===== src/rtl/axi_eth_bridge_pkg.sv =====
// Shared types and constants for the AXI Ethernet receive bridge.
// The RX_LEN_CHECK_EN build option is consumed by axi_ethernet_rx_bridge.
package axi_eth_bridge_pkg;

  typedef enum logic [1:0] {
    ST_IDLE   = 2'd0,
    ST_DATA   = 2'd1,
    ST_STATUS = 2'd2,
    ST_REPORT = 2'd3
  } state_t;

  localparam int unsigned AXIS_W        = 32;
  localparam int unsigned KEEP_W        = 4;
  localparam int unsigned LEN_W         = 16;
  localparam int unsigned LEN_ERR_BIT   = 31;
  localparam int unsigned HDR_ERR_BIT   = 30;
  localparam int unsigned SHORT_ERR_BIT = 29;

  localparam logic [3:0] STATUS_FLAG = 4'h5;

  // Single-beat per-frame report word; unused bits stay zero.
  function automatic logic [AXIS_W-1:0] build_report(input logic len_err,
                                                     input logic hdr_err,
                                                     input logic short_err,
                                                     input logic [LEN_W-1:0] length);
    logic [AXIS_W-1:0] r;
    r                = '0;
    r[LEN_ERR_BIT]   = len_err;
    r[HDR_ERR_BIT]   = hdr_err;
    r[SHORT_ERR_BIT] = short_err;
    r[LEN_W-1:0]     = length;
    return r;
  endfunction

endpackage


===== src/rtl/rx_byte_counter.sv =====
// Saturating byte counter: adds popcount(keep) on each accepted data beat.
module rx_byte_counter
  import axi_eth_bridge_pkg::*;
(
  input  logic              clk,
  input  logic              rst,
  input  logic              clr,
  input  logic              add_en,
  input  logic [KEEP_W-1:0] keep,
  output logic [LEN_W-1:0]  count
);

  logic [2:0]     bytes_c;
  logic [LEN_W:0] sum_c;

  assign bytes_c = 3'(keep[0]) + 3'(keep[1]) + 3'(keep[2]) + 3'(keep[3]);
  assign sum_c   = (LEN_W+1)'(count) + (LEN_W+1)'(bytes_c);

  always_ff @(posedge clk) begin
    if (rst || clr) begin
      count <= '0;
    end else if (add_en) begin
      count <= sum_c[LEN_W] ? '1 : sum_c[LEN_W-1:0];
    end
  end

endmodule


===== src/rtl/axi_ethernet_rx_bridge.sv =====
// Forwards MAC receive data to the DMA, then folds the status frame into a one-beat report.
// Define RX_LEN_CHECK_EN to compare counted data bytes against the reported length.
module axi_ethernet_rx_bridge
  import axi_eth_bridge_pkg::*;
#(
  parameter int unsigned STATUS_WORDS = 6,
  parameter int unsigned LEN_WORD     = 5
) (
  input  logic              aclk,
  input  logic              areset,
  input  logic [AXIS_W-1:0] s_axis_rxd_tdata,
  input  logic [KEEP_W-1:0] s_axis_rxd_tkeep,
  input  logic              s_axis_rxd_tlast,
  input  logic              s_axis_rxd_tvalid,
  output logic              s_axis_rxd_tready,
  input  logic [AXIS_W-1:0] s_axis_rxs_tdata,
  input  logic [KEEP_W-1:0] s_axis_rxs_tkeep,
  input  logic              s_axis_rxs_tlast,
  input  logic              s_axis_rxs_tvalid,
  output logic              s_axis_rxs_tready,
  output logic [AXIS_W-1:0] m_axis_rxd_tdata,
  output logic [KEEP_W-1:0] m_axis_rxd_tkeep,
  output logic              m_axis_rxd_tlast,
  output logic              m_axis_rxd_tvalid,
  input  logic              m_axis_rxd_tready,
  output logic [AXIS_W-1:0] m_axis_rxs_tdata,
  output logic              m_axis_rxs_tvalid,
  output logic              m_axis_rxs_tlast,
  input  logic              m_axis_rxs_tready
);

  localparam int unsigned CNT_W = (STATUS_WORDS > 1) ? $clog2(STATUS_WORDS) : 1;

  state_t             state, state_nxt;
  logic [CNT_W-1:0]   beat_cnt;
  logic               hdr_err, short_err;
  logic [LEN_W-1:0]   length;
  logic               len_err_c;
  logic               pass_c, data_acc_c, sts_acc_c, sts_last_beat_c, sts_end_c, rpt_done_c;
  logic               unused_bits;

  assign pass_c          = !areset && (state == ST_IDLE || state == ST_DATA);
  assign data_acc_c      = pass_c && s_axis_rxd_tvalid && m_axis_rxd_tready;
  assign sts_acc_c       = !areset && (state == ST_STATUS) && s_axis_rxs_tvalid;
  assign sts_last_beat_c = (beat_cnt == CNT_W'(STATUS_WORDS - 1));
  assign sts_end_c       = sts_acc_c && (sts_last_beat_c || s_axis_rxs_tlast);
  assign rpt_done_c      = !areset && (state == ST_REPORT) && m_axis_rxs_tready;
  assign m_axis_rxs_tlast = m_axis_rxs_tvalid;
  assign unused_bits     = &{1'b0, s_axis_rxs_tkeep, s_axis_rxs_tdata[27:16]};

`ifdef RX_LEN_CHECK_EN
  logic [LEN_W-1:0] byte_count;

  rx_byte_counter u_byte_counter (
    .clk    (aclk),
    .rst    (areset),
    .clr    (rpt_done_c),
    .add_en (data_acc_c),
    .keep   (s_axis_rxd_tkeep),
    .count  (byte_count)
  );

  assign len_err_c = (byte_count != length);
`else
  assign len_err_c = 1'b0;
`endif

  always_ff @(posedge aclk) begin
    if (areset) begin
      state <= ST_IDLE;
    end else begin
      state <= state_nxt;
    end
  end

  // Next state and all handshake/pass-through outputs; everything is gated off in reset.
  always_comb begin
    state_nxt         = state;
    s_axis_rxd_tready = 1'b0;
    m_axis_rxd_tvalid = 1'b0;
    m_axis_rxd_tdata  = '0;
    m_axis_rxd_tkeep  = '0;
    m_axis_rxd_tlast  = 1'b0;
    s_axis_rxs_tready = 1'b0;
    m_axis_rxs_tvalid = 1'b0;
    m_axis_rxs_tdata  = '0;
    if (!areset) begin
      m_axis_rxd_tdata = s_axis_rxd_tdata;
      m_axis_rxd_tkeep = s_axis_rxd_tkeep;
      m_axis_rxd_tlast = s_axis_rxd_tlast;
      case (state)
        ST_IDLE, ST_DATA: begin
          m_axis_rxd_tvalid = s_axis_rxd_tvalid;
          s_axis_rxd_tready = m_axis_rxd_tready;
          if (data_acc_c) begin
            state_nxt = s_axis_rxd_tlast ? ST_STATUS : ST_DATA;
          end
        end
        ST_STATUS: begin
          s_axis_rxs_tready = 1'b1;
          if (sts_end_c) begin
            state_nxt = ST_REPORT;
          end
        end
        ST_REPORT: begin
          m_axis_rxs_tvalid = 1'b1;
          m_axis_rxs_tdata  = build_report(len_err_c, hdr_err, short_err, length);
          if (m_axis_rxs_tready) begin
            state_nxt = ST_IDLE;
          end
        end
        default: state_nxt = ST_IDLE;
      endcase
    end
  end

  // Status frame capture; held stable through REPORT and cleared on the report handshake.
  always_ff @(posedge aclk) begin
    if (areset || rpt_done_c) begin
      beat_cnt  <= '0;
      hdr_err   <= 1'b0;
      short_err <= 1'b0;
      length    <= '0;
    end else if (sts_acc_c) begin
      if (beat_cnt == '0 && s_axis_rxs_tdata[31:28] != STATUS_FLAG) begin
        hdr_err <= 1'b1;
      end
      if (beat_cnt == CNT_W'(LEN_WORD)) begin
        length <= s_axis_rxs_tdata[LEN_W-1:0];
      end
      if (sts_end_c) begin
        short_err <= !sts_last_beat_c;
      end else begin
        beat_cnt <= beat_cnt + CNT_W'(1);
      end
    end
  end

endmodule


===== config.mk =====
export PLATFORM = sky130hd
export DESIGN_NAME = axi_ethernet_rx_bridge
export DESIGN_NICKNAME = d
export VERILOG_FILES = /design/src/rtl/axi_eth_bridge_pkg.sv /design/src/rtl/rx_byte_counter.sv /design/src/rtl/axi_ethernet_rx_bridge.sv
export SDC_FILE = /design/constraint.sdc
export NUM_CORES = 1
export LEC_CHECK = 0
export BUFFER_PORTS_ARGS = -buffer_cell sky130_fd_sc_hd__buf_2
export CORE_AREA = 4 4 75 77
export DETAILED_ROUTE_END_ITERATION = 7
export DIE_AREA = 0 0 79 81
export PLACE_DENSITY = 0.75
export SLEW_MARGIN = 20
export SYNTH_ARGS = -nofsm -noshare
export SYNTH_HDL_FRONTEND = slang
export SYNTH_SLANG_ARGS = --single-unit

===== constraint.sdc =====
create_clock -name aclk -period 1.2 [get_ports aclk]
set_input_delay 0.12 -clock aclk [delete_from_list [all_inputs] [get_ports aclk]]
set_output_delay 0.12 -clock aclk [all_outputs]
set_load 0.05 [all_outputs]

==> run metrics <==
portion of the clock cycle consumed by the worst path in the final layout 1.12; type of the tightest min-delay check primary input to flip-flop; startpoint of the worst setup timing path state[1]; DP HPWL 3890 um; clock period minus final worst setup slack 1.35 ns; final setup violating endpoints 40; Port-buffer cells 123; insertion delay to the later sink of the worst-skew pair 0.27 ns; initial standard-cell utilization of the core 0.306; remaining design rule violation count 0; gpl congestion 0.766; post-synthesis cell count 200; register bit count reported by yosys 23; internal reg-to-reg setup slack -0.14 ns; Fin Clk Skew 0.00765 ns; achievable frequency 741 MHz; type of the worst setup path flip-flop to primary output; sort of element at the start of the critical path flip-flop; maximum number of pins on one net before global-route repair 26; Final Slew Violations 0; Final Hold Violating Endpoints 0; Area Growth Syn to Fin 81.5%; vertical extent of the die 81 um; total leakage power 1.30 nW; cells on worst reg2reg path 6; critical path endpoint s_axis_rxs_tready; core outline area 0.00501 sq mm; total global routing overflow 0; crit-path max FO 8; endpoint of the lowest-slack register-to-register path beat_cnt[2]; die outline area 0.00640 sq mm; via-per-instance ratio 4.67; TritonCTS Sinks 23; root buf cell sky130_fd_sc_hd__clkbuf_8; data required time of the critical path 1.08 ns; htree depth 1; clock buffers created by TritonCTS 3; detailed-route via count 1885; worst r2r src beat_cnt[1]; maximum clock path buffer count 2; WHS Path Cells 3; syn_area_per_cell 7.67 sq um; First DRT Iteration DRCs 82; detail-routed net length per standard cell 14.6 um; drt pass-1 iters 4; Cell Count, Final, Fillers Out 404; number of global-route vias before repair 1787; cell count after placement 390; distinct cell type count of the synthesized netlist 33; share of final-layout standard cells stronger than drive strength 1 0.605; number of nets in the final layout 418; CTS tree built; count of nets left with antenna violations after detail routing 0; worst setup slack after layout -0.149 ns; setup repair after global routing missed its margin yes; number of I/O pins 154; sequential cell area fraction in the yosys report 0.300; Finished Core Util 0.556; peak supply drop 370 uV; Post-Syn Area 0.00153 sq mm; gr usage total 0.166; number of antenna repair diodes 0; outcome complete, but fails checks; power density over the cells 716 mW/mm^2; floorplan die width 79 um; antenna violations before repair 0; first-pass GRT wire length 8500 um; violations in the final reports negative setup slack; count of hold buffers inserted by post-cts repair 0; kind of end point of the critical path primary output; clock slew at reported path FFs 0.09 ns; total detailed-routing wirelength 5890 um; row count 26; max_cap viols 0; arrival time of the worst setup path 1.23 ns; number of warnings issued by yosys 0
-- synth_stat cells (all sizes together) --
cell	count	area, sq um
nor3b	3	22.5
conb	1	3.75
and2	19	119
a311oi	1	8.76
ha	3	37.5
nand4b	1	8.76
and4bb	1	12.5
or2	1	6.26
clkinv	1	3.75
and2b	2	15.0
and3	1	6.26
o2111ai	1	8.76
nor2	1	3.75
a211oi	1	12.5
clkbuf	7	26.3
nand3b	1	7.51
nand3	18	90.1
a21oi	21	105
or4	1	7.51
a41oi	1	8.76
a21o	2	15.0
o21ai	17	85.1
nor2b	35	219
dfxtp	23	460
or4bb	1	11.3
buf	24	166
inv	4	15.0
nand4bb	1	11.3
nand2b	1	6.26
nand2	4	15.0
o31ai	2	15.0
-- critical path, stage by stage (launching register included) --
cell and delay (ns):
sky130_fd_sc_hd__dfxtp_4 0.41, sky130_fd_sc_hd__buf_4 0.17, sky130_fd_sc_hd__nor3b_2 0.19, sky130_fd_sc_hd__buf_6 0.18
-- cell type report --
cell class,instances,area (sq um)
repair buffers,144,1040
multi-input cells,158,1120
clock inverters,1,5.00
fillers,462,2230
flip-flops and latches,23,473
well taps,70,87.6
clock buffers,3,41.3
inverters,5,20.0
-- flip-flops by register name, indices dropped and copies added, names as in the netlist --
signal	count
length	16
beat_cnt	3
state	2
hdr_err	1
short_err	1
-- power breakdown --
part / total [mW] / switching, mW / internal (mW)
Clock: 0.498 / 0.265 / 0.233
Sequential: 0.781 / 0.0143 / 0.767
Combinational: 0.713 / 0.501 / 0.212
Total: 1.99 / 0.781 / 1.21
-- routing by layer --
metal | global-route usage | wire [um] | vias to the layer above
met1 | 0.183 | 2200 | 862
met4 | 0.0395 | 68 | 0
li1 | - | - | 917
met2 | 0.320 | 3140 | 98
met3 | 0.0388 | 488 | 8
met5 | 0 | 0 | -
-- cell families (layout without fill, tap and decap cells) --
kind of cell / after synthesis / after routing / synth area share
AND/OR/NAND/NOR: 91 / 95 / 0.366
AO/OA/AOI/OAI: 46 / 46 / 0.169
buffers and inverters: 36 / 153 / 0.138
flip-flops: 23 / 23 / 0.300
adder cells (fa/ha/maj): 3 / 3 / 0.0245
other: 1 / 14 / 0.00244
-- worst min path at each step --
stage	startpoint	slack, ns	to
after floorplan	s_axis_rxs_tdata[0]	0.27	length[0]
after global placement	s_axis_rxs_tdata[3]	0.37	length[3]
after detailed placement	s_axis_rxs_tdata[5]	0.38	length[5]
after CTS	s_axis_rxs_tdata[12]	0.09	length[12]
after global routing	s_axis_rxs_tdata[9]	0.11	length[9]
final	s_axis_rxs_tdata[12]	0.09	length[12]
-- what timing repair did --
action                     in CTS  in global routing
setup endpoints to repair      44                 44
cloned                          2                  3
pin swaps                      20                  9
resized for setup              85                 31
buffers inserted                3                  2
-- stage by stage --
stage / setup TNS [ns] / hold slack [ns] / power, mW / cell area (sq um) / worst slack, ns
2_1_floorplan: -0.357 / 0.268 / 1.31 / 1690 / -0.0220
3_3_place_gp: -3.48 / 0.374 / 1.48 / 2290 / -0.203
3_5_place_dp: -4.27 / 0.382 / 1.48 / 2290 / -0.264
4_1_cts: -3.26 / 0.0889 / 1.99 / 2640 / -0.141
5_1_grt: -5.30 / 0.105 / 2.06 / 2780 / -0.197
6_report: -3.35 / 0.0929 / 1.99 / 2780 / -0.149
-- layout by cell type (no fill, tap or decap), drive strengths merged, types with 2 or more instances in the layout --
master and count:
clkbuf 3, and2b 2, a21o 2, nand2 4, and2 20, o31ai 2, nor3b 3, o21ai 17
nor2b 35, clkinv 2, a21oi 21, and3 4, inv 4, dfxtp 23, buf 144, nand3 18
conb 14, ha 3
No activity file was read; power rests on OpenSTA's default activity.
